`src/rtl/psg_audio_mixer.sv`:
```
// Stereo mixer for one or two PSG chips: panning, gain, optional leaky DC-blocking
// filter, and signed 16-bit output with a one-cycle valid strobe per accepted CE.
module psg_audio_mixer #(
    parameter int DCF_SHIFT  = 8,
    parameter int GAIN_SHIFT = 4
) (
    input  logic               i_clk,
    input  logic               i_rst,
    input  logic               i_ce,
    input  logic [1:0]         i_stereo,
    input  logic               i_dcf_en,
    input  logic               i_ch1_en,
    input  logic [7:0]         i_ch0_a,
    input  logic [7:0]         i_ch0_b,
    input  logic [7:0]         i_ch0_c,
    input  logic [7:0]         i_ch1_a,
    input  logic [7:0]         i_ch1_b,
    input  logic [7:0]         i_ch1_c,
    output logic signed [15:0] o_audio_l,
    output logic signed [15:0] o_audio_r,
    output logic               o_valid,
    output logic               o_busy,
    output logic               o_overrun
);

    localparam logic [2:0] ST_IDLE   = 3'd0;
    localparam logic [2:0] ST_SUM    = 3'd1;
    localparam logic [2:0] ST_FILT_L = 3'd2;
    localparam logic [2:0] ST_FILT_R = 3'd3;
    localparam logic [2:0] ST_OUT    = 3'd4;

    // One chip's contribution to one side; 1 = ABC, 2 = ACB, anything else is mono.
    function automatic logic [9:0] chip_term(input logic side_r, input logic [1:0] st,
                                             input logic [7:0] a, input logic [7:0] b,
                                             input logic [7:0] c);
        logic [9:0] t;
        case (st)
            2'd1:    t = side_r ? ({1'b0, c, 1'b0} + {2'b00, b}) : ({1'b0, a, 1'b0} + {2'b00, b});
            2'd2:    t = side_r ? ({1'b0, b, 1'b0} + {2'b00, c}) : ({1'b0, a, 1'b0} + {2'b00, c});
            default: t = {2'b00, a} + {2'b00, b} + {2'b00, c};
        endcase
        return t;
    endfunction

    // y' = x - xprev + y - (y >>> K), evaluated wide and clamped to 16-bit signed.
    function automatic logic signed [15:0] dc_step(input logic signed [16:0] x,
                                                   input logic signed [16:0] xp,
                                                   input logic signed [15:0] y);
        logic signed [15:0] ysh;
        logic signed [19:0] acc;
        logic signed [15:0] res;
        ysh = y >>> DCF_SHIFT;
        acc = {{3{x[16]}}, x} - {{3{xp[16]}}, xp} + {{4{y[15]}}, y} - {{4{ysh[15]}}, ysh};
        if (acc > 20'sd32767) begin
            res = 16'sh7FFF;
        end else if (acc < -20'sd32768) begin
            res = 16'sh8000;
        end else begin
            res = acc[15:0];
        end
        return res;
    endfunction

    logic [2:0]         r_state;
    logic [1:0]         r_stereo;
    logic               r_dcf_en;
    logic [7:0]         r_a0, r_b0, r_c0, r_a1, r_b1, r_c1;
    logic signed [16:0] r_x_l, r_x_r;
    logic signed [16:0] r_xp_l, r_xp_r;
    logic signed [15:0] r_y_l, r_y_r;
    logic signed [15:0] r_res_l, r_res_r;

    logic [10:0]        w_sum_l, w_sum_r;
    logic signed [15:0] w_filt_l, w_filt_r;

    assign w_sum_l  = {1'b0, chip_term(1'b0, r_stereo, r_a0, r_b0, r_c0)}
                    + {1'b0, chip_term(1'b0, r_stereo, r_a1, r_b1, r_c1)};
    assign w_sum_r  = {1'b0, chip_term(1'b1, r_stereo, r_a0, r_b0, r_c0)}
                    + {1'b0, chip_term(1'b1, r_stereo, r_a1, r_b1, r_c1)};
    assign w_filt_l = dc_step(r_x_l, r_xp_l, r_y_l);
    assign w_filt_r = dc_step(r_x_r, r_xp_r, r_y_r);

    // Sample sequencer: capture, mix, filter left, filter right, publish.
    always_ff @(posedge i_clk or posedge i_rst) begin
        if (i_rst) begin
            r_state   <= ST_IDLE;
            r_stereo  <= 2'd0;
            r_dcf_en  <= 1'b0;
            r_a0      <= 8'd0;
            r_b0      <= 8'd0;
            r_c0      <= 8'd0;
            r_a1      <= 8'd0;
            r_b1      <= 8'd0;
            r_c1      <= 8'd0;
            r_x_l     <= 17'sd0;
            r_x_r     <= 17'sd0;
            r_xp_l    <= 17'sd0;
            r_xp_r    <= 17'sd0;
            r_y_l     <= 16'sd0;
            r_y_r     <= 16'sd0;
            r_res_l   <= 16'sd0;
            r_res_r   <= 16'sd0;
            o_audio_l <= 16'sd0;
            o_audio_r <= 16'sd0;
            o_valid   <= 1'b0;
            o_busy    <= 1'b0;
        end else begin
            o_valid <= 1'b0;
            case (r_state)
                ST_IDLE: begin
                    if (i_ce) begin
                        r_stereo <= i_stereo;
                        r_dcf_en <= i_dcf_en;
                        r_a0     <= i_ch0_a;
                        r_b0     <= i_ch0_b;
                        r_c0     <= i_ch0_c;
                        r_a1     <= i_ch1_en ? i_ch1_a : 8'd0;
                        r_b1     <= i_ch1_en ? i_ch1_b : 8'd0;
                        r_c1     <= i_ch1_en ? i_ch1_c : 8'd0;
                        o_busy   <= 1'b1;
                        r_state  <= ST_SUM;
                    end else begin
                        r_state  <= ST_IDLE;
                    end
                end
                ST_SUM: begin
                    r_x_l   <= {6'd0, w_sum_l} << GAIN_SHIFT;
                    r_x_r   <= {6'd0, w_sum_r} << GAIN_SHIFT;
                    r_state <= ST_FILT_L;
                end
                ST_FILT_L: begin
                    r_xp_l  <= r_x_l;
                    r_y_l   <= r_dcf_en ? w_filt_l : 16'sd0;
                    r_res_l <= r_dcf_en ? w_filt_l : r_x_l[15:0];
                    r_state <= ST_FILT_R;
                end
                ST_FILT_R: begin
                    r_xp_r  <= r_x_r;
                    r_y_r   <= r_dcf_en ? w_filt_r : 16'sd0;
                    r_res_r <= r_dcf_en ? w_filt_r : r_x_r[15:0];
                    r_state <= ST_OUT;
                end
                ST_OUT: begin
                    o_audio_l <= r_res_l;
                    o_audio_r <= r_res_r;
                    o_valid   <= 1'b1;
                    o_busy    <= 1'b0;
                    r_state   <= ST_IDLE;
                end
                default: begin
                    o_busy  <= 1'b0;
                    r_state <= ST_IDLE;
                end
            endcase
        end
    end

    // Sticky flag for strobes that arrive while a sample is still in flight.
    always_ff @(posedge i_clk or posedge i_rst) begin
        if (i_rst) begin
            o_overrun <= 1'b0;
        end else if (i_ce && (r_state != ST_IDLE)) begin
            o_overrun <= 1'b1;
        end else begin
            o_overrun <= o_overrun;
        end
    end

endmodule
```
`config.mk`:
```
export PLATFORM = sky130hd
export DESIGN_NAME = psg_audio_mixer
export DESIGN_NICKNAME = d
export VERILOG_FILES = /design/src/rtl/psg_audio_mixer.sv
export SDC_FILE = /design/constraint.sdc
export NUM_CORES = 1
export LEC_CHECK = 0
export ABC_AREA = 1
export BUFFER_PORTS_ARGS = -buffer_cell sky130_fd_sc_hd__clkbuf_2
export CORE_MARGIN = 10
export CORE_UTILIZATION = 55
export CTS_CLUSTER_DIAMETER = 30
export DETAILED_ROUTE_END_ITERATION = 10
export PLACE_DENSITY = 0.73
export SLEW_MARGIN = 20
export SYNTH_ARGS = -nofsm -noshare
export SYNTH_HDL_FRONTEND = slang
export SYNTH_SLANG_ARGS = --single-unit
export TNS_END_PERCENT = 30
```
`constraint.sdc`:
```
create_clock -name i_clk -period 13.1 [get_ports i_clk]
set_input_delay 0.655 -clock i_clk [delete_from_list [all_inputs] [get_ports i_clk]]
set_output_delay 0.655 -clock i_clk [all_outputs]
set_load 0.01 [all_outputs]
```
; After elaboration in Yosys (flattened, before gate mapping)
; Index checks and enable logic that the tools add are counted.
[totals]
ff_bits = 197
latch_bits = 0
mem_bits_rw = 0
rom_bits = 0
in_bits = 55
out_inout_bits = 35
word_cells = 80
n_memories = 0
[op_classes]
addsub = 20
multipliers = 0
div = 0
magnitude_cmp = 4
n_eq_ne = 7
shift = 0
muxes = 20
bitwise_logic = 1
n_reduce_logical = 6
[op_table]
columns = operator, n
row1 = $mux 16, 8
row2 = $add 9x8->10, 10
row3 = $pmux 10 s2, 4
row4 = $gt 18x16->1 const B, 2
row5 = $lt 18x16->1 const B, 2
row6 = $sub 17x8->18, 2
row7 = $add 16x16->17, 2
row8 = $sub 15x15->16, 2
row9 = $mux 8, 3
row10 = $add 10x10->11, 2
row11 = $add 8x8->9, 2
row12 = $pmux 3 s4, 1
row13 = $eq 3x2->1 const B, 2
row14 = $reduce_and 2->1, 2
row15 = $eq 3x1->1 const B, 1
row16 = $eq 3x3->1 const B, 1
row17 = $logic_not 3->1, 1
row18 = $mux 1, 3
row19 = $reduce_bool 3->1, 1
row20 = $reduce_or 3->1, 1
row21 = $eq 2x1->1 const B, 1
row22 = $eq 2x2->1 const B, 1
row23 = $ne 2x2->1 const B, 1
row24 = $pmux 1 s2, 1
row25 = 2 further kinds, 2

; Longest topological paths before layout
[logic_depth]
word_depth = 7
depth_mapped = 30
ltp_nobuf = 29

; Least setup slack after synthesis
; Ideal clock, no wire load.
[synth_timing]
path_kind = flip-flop to flip-flop
start = register r_stereo[0]
end = register r_x_l[13]
setup_time_ns = 0.131
t_arrival_ns = 3.599
path_slack_ns = 9.370
path_stages_with_launch = 30
path_buffers = 2
cell_sequence = dfrtp_1 -> inv_1 -> ha_1 -> clkbuf_1 -> clkbuf_1 -> nand2_1 -> nand2_1 -> ha_1 -> inv_1 -> fa_1 -> inv_1 -> nand3_1 -> nand2_1 -> nand2_1 -> nand2_1 -> a21oi_1 -> nor2_1 -> nor2_1 -> nand2_1 -> nand2_1 -> nand2_1 -> inv_1 -> ha_1 -> nand2_1 -> nor2_1 -> nand3_1 -> nand4_1 -> or2_2 -> nand3_1 -> o21ai_0
[synth_via]
elab_chain_len = 3
word_cells_on_any_way = 5
cone_classes = add/sub (1) / eq/ne (2) / mux (2)
[synth_lines]
columns = item, line_no
row1 = "start, declared", 65  ; logic [1:0] r_stereo;
row2 = "start signal, assigned", 112  ; r_stereo <= i_stereo;
row3 = $eq 2x2->1 / $eq 2x1->1 (equally long branches), 37  ; case (st)
row4 = $pmux 10 s2, 37
row5 = $add 10x10->11 (*), 77  ; + {1'b0, chip_term(1'b0, r_stereo, r_a1, r_b1, r_c1)};
row6 = "end signal, assigned", 127  ; r_x_l <= {6'd0, w_sum_l} << GAIN_SHIFT;
row7 = "end, declared", 68  ; logic signed [16:0] r_x_l, r_x_r;
; Mark *: on every way between the ends. The rest lies on a longest branch, timed or not.
; A chain may end at the register's enable or synchronous reset.

; Worst setup path in the final report
; Ends and elaborated chain as after synthesis.

==> report_table.html <==
<table>
<tr><th>Metric</th><th>Value</th></tr>
<tr><th colspan="2">Setup path</th></tr>
<tr><td>Kind of end point of the critical path</td><td>flip-flop</td></tr>
<tr><td>Max stage delay cell, worst path</td><td>inv_1</td></tr>
<tr><td>Worst stage delay on the critical path</td><td>0.44 ns</td></tr>
<tr><td>Worst setup path class</td><td>reg2reg</td></tr>
<tr><td>Critical path's most frequent cell</td><td>nand2_1</td></tr>
<tr><td>Sort of element at the start of the critical path</td><td>flip-flop</td></tr>
<tr><td>Maximum fanout along the worst path</td><td>40</td></tr>
<tr><td>Crit path DAT</td><td>4.58 ns</td></tr>
<tr><td>Required arrival time at the worst endpoint</td><td>13.43 ns</td></tr>
<tr><th colspan="2">Die</th></tr>
<tr><td># rows</td><td>60</td></tr>
<tr><td>I/O pin cnt</td><td>90</td></tr>
<tr><td>DIE AREA</td><td>0.03465 mm²</td></tr>
<tr><td>Vertical die dimension</td><td>186.2 µm</td></tr>
<tr><td>Placeable core region</td><td>0.02703 mm²</td></tr>
<tr><td>Chip Width</td><td>186.2 µm</td></tr>
<tr><td>Starting utilization of the core area</td><td>0.5619</td></tr>
<tr><th colspan="2">Logic synthesis</th></tr>
<tr><td>Cell Area, Synth</td><td>0.01518 mm²</td></tr>
<tr><td>Post-synthesis cell type with the largest combined area</td><td>dfrtp_1</td></tr>
<tr><td>Post-synth net total</td><td>2,349</td></tr>
<tr><td>Number of warnings issued by yosys</td><td>0</td></tr>
<tr><td>Post-synth top area share</td><td>0.3065</td></tr>
<tr><td>Distinct cell type count of the synthesized netlist</td><td>48</td></tr>
<tr><td>Largest cells by area after synthesis</td><td>dfrtp_1 31%, nand2_1 17%, ha_1 11%, inv_1 7.7%, fa_1 6.9%</td></tr>
<tr><td>Post-synth top flop</td><td>dfrtp_1</td></tr>
<tr><td>Average cell area after synthesis</td><td>7.214 µm²</td></tr>
<tr><td>Flops &amp; latches, synth</td><td>186</td></tr>
<tr><td>Async set-reset flop share out of synthesis</td><td>1.000</td></tr>
<tr><td>Count of mapped cells out of synthesis</td><td>2,105</td></tr>
<tr><td>Count of flip-flops with a built-in enable after synthesis</td><td>0</td></tr>
<tr><td>Share of synthesized area occupied by flip-flops and latches</td><td>0.3065</td></tr>
<tr><th colspan="2">Placed design</th></tr>
<tr><td>Number of port buffers</td><td>89</td></tr>
<tr><td>Placed insts</td><td>2,491</td></tr>
<tr><td>Final weighted congestion in routability-driven placement</td><td>0.9789</td></tr>
<tr><td>Worst slack after detailed placement</td><td>8.928 ns</td></tr>
<tr><td>DP HPWL</td><td>29,650 µm</td></tr>
<tr><th colspan="2">Detailed routing</th></tr>
<tr><td>Post-detailed-route via-to-cell ratio</td><td>5.317</td></tr>
<tr><td>Initial DRC Count</td><td>912</td></tr>
<tr><td>DR pass1 iterations</td><td>5</td></tr>
<tr><td>Total wire length after detailed routing</td><td>37,800 µm</td></tr>
<tr><td>Average routed wire per standard cell</td><td>14.98 µm</td></tr>
<tr><td>Total vias in the final route</td><td>13,420</td></tr>
<tr><td># DRC</td><td>0</td></tr>
<tr><td>Routed Antenna Nets</td><td>0</td></tr>
<tr><th colspan="2">GRT</th></tr>
<tr><td>All-Layer GR Usage</td><td>0.2242</td></tr>
<tr><td>Number of global-route vias before repair</td><td>12,790</td></tr>
<tr><td>Global-route wire length before repair</td><td>63,200 µm</td></tr>
<tr><td>Largest net degree at the start of global routing</td><td>108</td></tr>
<tr><td>Total congestion overflow after global routing</td><td>0</td></tr>
<tr><td>Antenna violations before repair</td><td>0</td></tr>
<tr><th colspan="2">Finish</th></tr>
<tr><td>FILL cells</td><td>2,537</td></tr>
<tr><td>Fraction of layout instances using a drive strength above 1</td><td>0.09991</td></tr>
<tr><td>Number of standard cells in the layout, taps in and fillers out</td><td>2,523</td></tr>
<tr><td>Most common library cell in the layout ignoring fill and taps</td><td>nand2_1</td></tr>
<tr><td>Net count, final</td><td>2,413</td></tr>
<tr><td>Commonest cells after routing, fill and taps aside</td><td>697 x nand2_1, 311 x inv_1, 186 x dfrtp_1, 167 x o21ai_0, 137 x ha_1</td></tr>
<tr><td>Layout Area Growth over Synthesis</td><td>8.479%</td></tr>
<tr><td>Number of antenna diodes</td><td>0</td></tr>
<tr><th colspan="2">Clocking</th></tr>
<tr><td>Setup fix buffers added after clock tree synthesis</td><td>0</td></tr>
<tr><td>Number of clock sinks</td><td>186</td></tr>
<tr><td>Num CTS Buffers</td><td>17</td></tr>
<tr><td>Count of hold buffers inserted by post-cts repair</td><td>0</td></tr>
<tr><td>Clock tree from TritonCTS</td><td>done</td></tr>
<tr><td>Root buffer cell</td><td>clkbuf_16</td></tr>
<tr><td>Number of H-tree levels</td><td>4</td></tr>
<tr><td>Number of cells upsized or downsized after cts</td><td>0</td></tr>
<tr><td>Buffers from clock root to sink, at most</td><td>2</td></tr>
<tr><td>Clk Latency, worst-skew pair</td><td>0.45 ns</td></tr>
<tr><td>Clock slew at reported path FFs</td><td>0.09 ns</td></tr>
<tr><th colspan="2">Timing</th></tr>
<tr><td>Total negative slack</td><td>0 ns</td></tr>
<tr><td>Fin crit period</td><td>4.257 ns</td></tr>
<tr><td>Setup skew after layout</td><td>0.01589 ns</td></tr>
<tr><td>Crit path setup slack, layout</td><td>8.843 ns</td></tr>
<tr><td>Pin slew with the least headroom to its limit</td><td>0.9175 ns</td></tr>
<tr><td>Worst max-slew margin expressed relative to the limit</td><td>0.3846</td></tr>
<tr><td>Fmax</td><td>234.9 MHz</td></tr>
<tr><td>Number of hold violations in the final report</td><td>0</td></tr>
<tr><td>Post-route clock period utilization</td><td>0.3250</td></tr>
<tr><td>Final Slew Violations</td><td>0</td></tr>
<tr><td>Setup repair after global routing missed its margin</td><td>no</td></tr>
<tr><td>Setup violation total in the final timing report</td><td>0</td></tr>
<tr><th colspan="2">Run</th></tr>
<tr><td>Total of max-cap violations</td><td>0</td></tr>
<tr><th colspan="2">Run status</th></tr>
<tr><td>Run status</td><td>finished, final reports clean</td></tr>
<tr><th colspan="2">Min path</th></tr>
<tr><td>Hold WC Path Type</td><td>in2async</td></tr>
</table>
==> cells by family (layout without fill, tap and decap cells) <==
kind of cell | after synthesis | in the layout | share of synthesized area
and+or+nand+nor | 955 | 955 | 0.2610
buffers and inverters | 378 | 455 | 0.09781
AOI/OAI and AO/OA | 348 | 348 | 0.1248
adders and majority gates | 189 | 189 | 0.1814
DFF | 186 | 186 | 0.3065
xor gates and xnor gates | 48 | 48 | 0.02769
muxes | 1 | 1 | 0.0006592
==> per-layer routing <==
metal,share of wire,track usage,routed length (µm)
met1,0.47,0.3064,17790
met2,0.46,0.3653,17570
met3,0.048,0.03221,1802
met4,0.017,0.05901,633
met5,0,0,0
==> synth_stat cells, types with 9 or more instances <==
cell type / count
xnor2_1: 10
ha_1: 137
inv_2: 10
fa_1: 52
dfrtp_1: 186
xor2_1: 38
nor3_1: 16
clkbuf_1: 35
nand3_1: 67
o21bai_1: 9
a21oi_1: 122
nor2_1: 91
inv_1: 313
nand4_1: 12
o21ai_0: 167
buf_2: 9
nand2_2: 44
nand2_1: 697
==> worst paths after layout <==
path | cells past startpoint | startpoint | to | slack (ns)
worst max-delay path | 29 | r_stereo[0]$_DFFE_PP0P_ | r_x_l[13]$_DFFE_PP0P_ | 8.84
worst min-delay path | 2 | i_rst | o_audio_r[13]$_DFFE_PP0P_ | 0.35
worst max register to register | 29 | r_stereo[0]$_DFFE_PP0P_ | r_x_l[13]$_DFFE_PP0P_ | 8.84
worst min register to register | 1 | o_overrun$_DFFE_PP0P_ | o_overrun$_DFFE_PP0P_ | 0.46
max in group asynchronous | 3 | i_rst | r_a0[6]$_DFFE_PP0P_ | 11.55
min in group i_clk | 3 | i_ch0_c[6] | r_c0[6]$_DFFE_PP0P_ | 0.39
==> worst max-delay path: cells and delay by family, from the launching register on <==
family,cells,cell delay (ns)
buffers and inverters,6,0.95
and+or+nand+nor,17,1.60
DFF,1,0.35
AOI/OAI and AO/OA,2,0.14
adders and majority gates,4,1.09
==> area by class of cell <==
class,count,area [µm²],area share
inverter,325,1227,0.07452
tap,341,426.7,0.02590
clock buffer,17,425.4,0.02583
multi-input combinational,1541,9057,0.5499
timing repair buffer,98,516.7,0.03137
sequential,186,4654,0.2826
clock inverter,15,163.9,0.009951
==> stage by stage <==
| step | util | hold WS [ns] | cell area, µm² |
|---|---|---|---|
| 2_1_floorplan | - | 0.4367 | 15180 |
| 3_3_place_gp | 0.5875 | 0.4449 | 15880 |
| 3_5_place_dp | 0.5875 | 0.4477 | 15880 |
| 4_1_cts | 0.6093 | 0.3763 | 16470 |
| 5_1_grt | 0.6095 | 0.3939 | 16470 |
| 6_report | 0.6095 | 0.3477 | 16470 |
==> flip-flops by register name (all words and copies together), names as in the netlist <==
signal and count:
o_audio_l 16, o_audio_r 16, r_y_l 16, r_y_r 16
r_res_l 11, r_res_r 11, r_x_r 11, r_xp_l 11
r_xp_r 11, r_x_l 10, r_a0 8, r_a1 8
r_b0 8, r_b1 8, r_c0 8, r_c1 8
r_state 3, r_stereo 2, o_busy 1, o_overrun 1
o_valid 1, r_dcf_en 1
Power is left out: the tool's default activity adds up to more than one toggle a clock period on the data nets, which glitch-free logic cannot reach.
